File: src/rtl/label_gate_fifo.sv
// label_gate_fifo: show-ahead label/data FIFO feeding a low-security channel.
// H-labelled entries are scrubbed to zero or dropped at the head, and counted.
module label_gate_fifo #(
   parameter int DATA_W    = 8,
   parameter int DEPTH     = 4,
   parameter int CNT_W     = 8,
   parameter bit DROP_HIGH = 1'b0
) (
   input  logic                    clk,
   input  logic                    rst,
   input  logic                    in_valid,
   output logic                    in_ready,
   input  logic                    in_lbl,
   input  logic [DATA_W-1:0]       in_data,
   output logic                    out_valid,
   input  logic                    out_ready,
   output logic [DATA_W-1:0]       out_data,
   output logic                    out_scrubbed,
   output logic [CNT_W-1:0]        scrub_cnt,
   output logic [$clog2(DEPTH):0]  count
);
   localparam int AW = $clog2(DEPTH);
   logic [DATA_W:0] mem [DEPTH];
   logic [AW-1:0]   wr_ptr, rd_ptr;
   logic            head_lbl, nonempty, push, pop;
   assign nonempty     = count != '0;
   assign head_lbl     = mem[rd_ptr][DATA_W];
   assign in_ready     = count < (AW+1)'(DEPTH);
   assign push         = in_valid & in_ready;
   assign out_valid    = nonempty & ~(DROP_HIGH & head_lbl);
   assign out_scrubbed = nonempty & head_lbl & ~DROP_HIGH;
   // data is gated on occupancy too, so stale H words in storage never leak while idle
   assign out_data     = (nonempty & ~head_lbl) ? mem[rd_ptr][DATA_W-1:0] : '0;
   assign pop          = nonempty & (out_ready | (DROP_HIGH & head_lbl));
   always_ff @(posedge clk)
      if (push) mem[wr_ptr] <= {in_lbl, in_data};
   always_ff @(posedge clk or negedge rst)
      if (!rst) begin
         wr_ptr    <= '0;
         rd_ptr    <= '0;
         count     <= '0;
         scrub_cnt <= '0;
      end else begin
         if (push) wr_ptr <= wr_ptr + 1'b1;
         if (pop) rd_ptr <= rd_ptr + 1'b1;
         count <= count + (AW+1)'(push) - (AW+1)'(pop);
         if (pop & head_lbl & (scrub_cnt != '1)) scrub_cnt <= scrub_cnt + 1'b1;
      end
endmodule

File: config.mk
export PLATFORM = sky130hd
export DESIGN_NAME = label_gate_fifo
export DESIGN_NICKNAME = d
export VERILOG_FILES = /design/src/rtl/label_gate_fifo.sv
export SDC_FILE = /design/constraint.sdc
export NUM_CORES = 1
export LEC_CHECK = 0
export BUFFER_PORTS_ARGS = -buffer_cell sky130_fd_sc_hd__buf_2
export CAP_MARGIN = 20
export CELL_PAD_IN_SITES_DETAIL_PLACEMENT = 1
export CELL_PAD_IN_SITES_GLOBAL_PLACEMENT = 2
export CORE_UTILIZATION = 36
export DETAILED_ROUTE_END_ITERATION = 10
export GPL_TIMING_DRIVEN = 0
export HOLD_SLACK_MARGIN = 0.02
export PLACE_DENSITY = 0.8
export SKIP_CTS_REPAIR_TIMING = 1
export SYNTH_ARGS = -nofsm -noshare
export SYNTH_HDL_FRONTEND = slang
export SYNTH_SLANG_ARGS = --single-unit
File: constraint.sdc
create_clock -name clk -period 2.27 [get_ports clk]
set_clock_uncertainty 0.2 [all_clocks]
set_input_delay 0.1135 -clock clk [delete_from_list [all_inputs] [get_ports clk]]
set_output_delay 0.1135 -clock clk [all_outputs]
set_load 0.01 [all_outputs]
==> reports/summary.txt, run 1 <==
CTS buffer count - 5
number of fill cells in the layout - 596
sequential share of the synthesized area - 66.5%
Synth top area share - 49.3%
vias in the first global route - 1306
die area - 6400 µm²
grt met1 use - 16.8%
DRC viols - 0
Final Setup Violations - 0
Final HPWL DP - 2.93 mm
IO buf count - 34
Comb power frac - 41.7%
gr busiest metal - met2
GPL Wtd Cong - 0.765
core box area - 5890 µm²
Synth warnings - 0
Syn Area/Cell - 16.5 µm²
Leak - 1.07 nW
clock share of power - 16.1%
area leader, netlist - edfxtp_1
DRT antenna net count - 0
Yosys cell types - 28
Cell Area, Synth - 2190 µm²
path type of the worst setup path - reg2reg
Startpoint Class - register
clk slew on worst S/H paths - 0.10 ns
pin count of the biggest net entering global routing - 17
Die W - 80.0 µm
first-pass GRT wire length - 6.47 mm
drt via density - 4.71
maxcap violations - 0
setup TNS - 0 ns
ANT cells - 0
Area Overhead vs Synth - 23.3%
WL final - 4.15 mm
post-route insts no fill - 266
CTS root buf - clkbuf_8
cells after synthesis - 133
FF+latch count, synth - 51
H-tree levels - 2
DR iter-0 viols - 33
pre-CTS WS - -0.199 ns
Final WS setup - 0.00528 ns
max-slew violations - 0
clock latency on the worst-skew pair - 0.30 ns
Slew @ Worst Pin - 0.496 ns
Final nets - 211
die height - 80.0 µm
min Tclk post-route - 2.26 ns
drt wl/cell - 15.6 µm
met2 global-route usage - 24.4%
syn_nets - 154
PwrDens - 1200 nW/µm²
GRT Overall Usage - 14.0%
CTS tree - done
initial antenna violation count - 0
Worst EP arrival - 2.30 ns
sw power - 1.11 mW
Peak Freq - 442 MHz
# IOs - 35
Placement Rows - 28
sequential power share - 42.3%
drt pass-1 iters - 4
grt ovf - 0
Req. time, crit path - 2.30 ns
clock buffer depth - 2
kind of end point of the critical path - register
Slew headroom - 66.9%
M3 GR Usage - 3.77%
Final Hold Fails - 0
Worst VDD drop - 436 µV
Synth area leaders - edfxtp_1 49%, dfrtp_1 17%, mux4_2 9.3%, ha_1 4.0%, nor2b_2 3.2%
Sink Count - 51
dpl cells - 242
switching share of power - 34.3%
Initial Utilization - 37.2%
layout cell share with drive strength beyond 1 - 37.7%
via count - 1253
Pint - 2.13 mW
HP Class - in2async
fin crit share - 99.8%
RSZ-0062 raised after global routing - true
Critical Path Fanout Max - 5
run status - complete, no violations
## kinds of logic after synthesis
group                      count (synthesis)  share of synthesized area, %
AOI/OAI and AO/OA                          4                          1.43
xor gates and xnor gates                  10                          4.00
adders and majority gates                  8                          4.91
buffers and inverters                     13                          2.63
DFF                                       51                          66.5
muxes                                     12                          10.8
and+or+nand+nor                           35                          9.77
## metrics by stage
step	cell area (µm²)	total power, mW	hold WS, ns	utilization, %
after floorplan	2190	2.23	-0.382	-
after global placement	2460	2.59	-0.164	41.7
after detailed placement	2460	2.68	-0.155	41.7
after CTS	2550	3.20	-0.490	43.3
after global routing	2700	3.45	0.0795	45.9
final	2700	3.24	0.0561	45.9
## registers in the layout (all words and copies together) (netlist names)
register / flops
count: 3
mem: 36
rd_ptr: 2
scrub_cnt: 8
wr_ptr: 2
## cells in the mapped netlist (all sizes together)
library cell / instances
fa: 1
xnor2: 8
nor2: 2
or3: 1
nor3: 1
nand4: 2
clkbuf: 1
buf: 3
ha: 7
nand2b: 1
xor2: 2
mux4: 9
o31a: 1
nand2: 5
edfxtp: 36
and3: 1
o21ai: 2
o211ai: 1
and2: 6
nor2b: 9
nand3: 5
inv: 9
dfrtp: 15
or2: 2
mux2: 3
## layout make-up
type	count	area (µm²)	share of cell area, %
buffer	4	30.0	1.11
clock buffer	6	72.6	2.69
clock inverter	2	17.5	0.648
inverter	9	33.8	1.25
multi-input combinational	69	679	25.2
sequential	51	1460	54.0
tap	75	93.8	3.47
timing repair buffer	50	315	11.7
## layout by cell type (no fill, tap or decap)
cell,n
edfxtp_1,36
buf_2,34
dfrtp_1,13
dlygate4sd3_1,10
inv_1,9
buf_4,9
mux4_2,9
nor2b_2,8
xnor2_1,8
ha_1,7
and2_1,6
nand3_1,5
nand2_1,5
clkbuf_8,5
mux2_1,3
nand4_1,2
nor2_1,2
xor2_1,2
o21ai_0,2
clkinv_4,2
dfrtp_2,2
o31a_1,1
nor3_1,1
or2_1,1
clkbuf_4,1
nor2b_1,1
nand2b_1,1
and3_1,1
or2_0,1
o211ai_2,1
or3_1,1
fa_2,1
clkbuf_1,1
## per-layer routing
metal  vias up  share of wire (%)
met2        19                 54
li1        595                  -
met4         0               0.82
met1       637                 43
met3         2                2.8
met5         -                  0
## worst paths after layout
| check | startpoint | to | slack, ns | cells after the start |
|---|---|---|---|---|
| min in group clk | out_ready | rd_ptr[0] | 0.13 | 4 |
| min | rst | wr_ptr[1] | 0.06 | 2 |
| max reg2reg | count[2] | count[2] | 0.005 | 8 |
| min reg2reg | scrub_cnt[5] | scrub_cnt[5] | 0.34 | 1 |
| max in group asynchronous | rst | count[1] | 1.53 | 2 |
| max | count[2] | count[2] | 0.005 | 8 |
## power groups by stage
stage                     combinational, mW  sequential [mW]  clock (mW)
final                                  1.35             1.37       0.521
after global routing                   1.48             1.39       0.574
after CTS                              1.29             1.37       0.536
after detailed placement               1.28             1.40           0
after global placement                 1.22             1.37           0
after floorplan                       0.840             1.40           0
## critical path, stage by stage, from the launching register on
cell and delay, ns:
dfrtp_2 0.45, o31a_1 0.32, ha_1 0.30, inv_1 0.06
ha_1 0.14, inv_1 0.06, fa_2 0.34, xnor2_1 0.19
xnor2_1 0.13
No activity file was read; power rests on OpenSTA's default activity.
==> run 2, diff against run 1 <==
--- a/config.mk
+++ b/config.mk
@@ -14,6 +14,7 @@
 export GPL_TIMING_DRIVEN = 0
 export HOLD_SLACK_MARGIN = 0.02
 export PLACE_DENSITY = 0.8
+export SETUP_SLACK_MARGIN = 0.4
 export SKIP_CTS_REPAIR_TIMING = 1
 export SYNTH_ARGS = -nofsm -noshare
 export SYNTH_HDL_FRONTEND = slang
==> reports/summary.txt, run 2 (synthesis results as in run 1) <==
Worst EP arrival - 2.23 ns
HP Class - in2async
drt wl/cell - 16.3 µm
CTS tree - done
H-tree levels - 2
commonest non-fill, non-tap cells in the layout - 36 x edfxtp_1, 28 x buf_2, 13 x dfrtp_1
Slew headroom - 75.1%
Initial Utilization - 37.2%
fin crit share - 98.4%
Startpoint Class - register
Placement Rows - 28
die area - 6400 µm²
Die W - 80.0 µm
PwrDens - 1260 nW/µm²
vias in the first global route - 1286
Critical Path Fanout Max - 5
IO buf count - 34
Leak - 1.12 nW
DRT antenna net count - 0
initial antenna violation count - 0
ANT cells - 0
Sink Count - 51
Final HPWL DP - 2.86 mm
# IOs - 35
Req. time, crit path - 2.27 ns
Final Hold Fails - 0
max-slew violations - 0
worst setup path start - count[2]
FF-to-FF Start - count[2]
GPL Wtd Cong - 0.798
DR iter-0 viols - 75
clk slew on worst S/H paths - 0.09 ns
number of fill cells in the layout - 608
run status - complete, no violations
kind of end point of the critical path - register
grt ovf - 0
cell count of the worst reg-to-reg path - 8
r2r endpoint - count[2]
r2r setup slk - 0.04 ns
clock latency on the worst-skew pair - 0.30 ns
CTS root buf - clkbuf_8
Final nets - 211
WL final - 4.33 mm
drt via density - 4.76
drt pass-1 iters - 3
pin count of the biggest net entering global routing - 17
commonest non-fill, non-tap cell in the layout - edfxtp_1
clock buffer depth - 2
Worst VDD drop - 538 µV
RSZ-0062 raised after global routing - true
min Tclk post-route - 2.23 ns
post-route design area - 2800 µm²
CTS buffer count - 5
layout cell share with drive strength beyond 1 - 41.9%
Peak Freq - 448 MHz
setup TNS - 0 ns
biggest regs - mem: 36 flops, scrub_cnt: 8 flops, count: 3 flops
GRT Overall Usage - 14.3%
Slew @ Worst Pin - 0.374 ns
DRC viols - 0
maxcap violations - 0
area of the multi-input gates - 731 µm²
largest register by flop count - mem
Tot Pwr - 3.54 mW
Area Overhead vs Synth - 27.9%
max reg flops - 36
via count - 1266
Final Setup Violations - 0
first-pass GRT wire length - 6.47 mm
dpl cell area - 2460 µm²
path type of the worst setup path - reg2reg
die height - 80.0 µm
core box area - 5890 µm²
storage element area - 1460 µm²
==> run 2: cell count changes in the layout (fill, tap and decap cells not counted), moves of 4 or more <==
cell     before  now
nor2b_2       8    2
and2_1        6    1
buf_2        34   28
and2_2        0    4
buf_6         0    6
nor2b_4       0    6
==> run 2: worst max-delay path, stage by stage (launching register included) <==
cell	delay [ns]
dfrtp_2	0.45
o31a_1	0.31
ha_1	0.27
inv_1	0.07
ha_1	0.15
inv_1	0.06
fa_2	0.35
xnor2_2	0.15
xnor2_1	0.12
==> run 2: report_power, final <==
| part | total, mW | switching (mW) | leakage [nW] | internal [mW] |
|---|---|---|---|---|
| Combinational | 1.66 | 0.767 | 0.567 | 0.892 |
| Sequential | 1.37 | 0.148 | 0.507 | 1.22 |
| Clock | 0.508 | 0.293 | 0.0418 | 0.215 |
==> run 2: how the worst max path moves through the flow <==
| stage | endpoint | cells past startpoint |
|---|---|---|
| 6_report | count[2] | 8 |
| 5_1_grt | count[2] | 8 |
| 4_1_cts | count[2] | 8 |
| 3_5_place_dp | count[2] | 8 |
| 3_3_place_gp | count[2] | 8 |
| 2_1_floorplan | count[2] | 8 |
==> run 2: layout make-up <==
class	count	area share [%]
clock inverters	3	0.715
flip-flops and latches	51	52.1
repair buffers	50	12.6
clock buffers	5	2.46
multi-input cells	69	26.1
plain buffers	4	1.52
inverters	9	1.21
well taps	75	3.35
==> run 2: layer usage <==
layer	share of wire (%)	global-route usage, %	vias to the layer above
li1	-	-	590
met1	43	17.2	651
met2	53	24.1	19
met3	2.7	3.43	6
met4	1.6	6.43	0
met5	0	0	-
==> run 2: through the flow <==
stage                     cells  setup WS (ns)  util, %  hold WS, ns
after floorplan             133         0.0597        -       -0.382
after global placement      242        0.00285     41.8       -0.165
after detailed placement    242        -0.0883     41.8       -0.153
after CTS                   250         -0.108     43.3       -0.497
after global routing        266        -0.0443     47.6       0.0822
final                       266         0.0368     47.6       0.0677
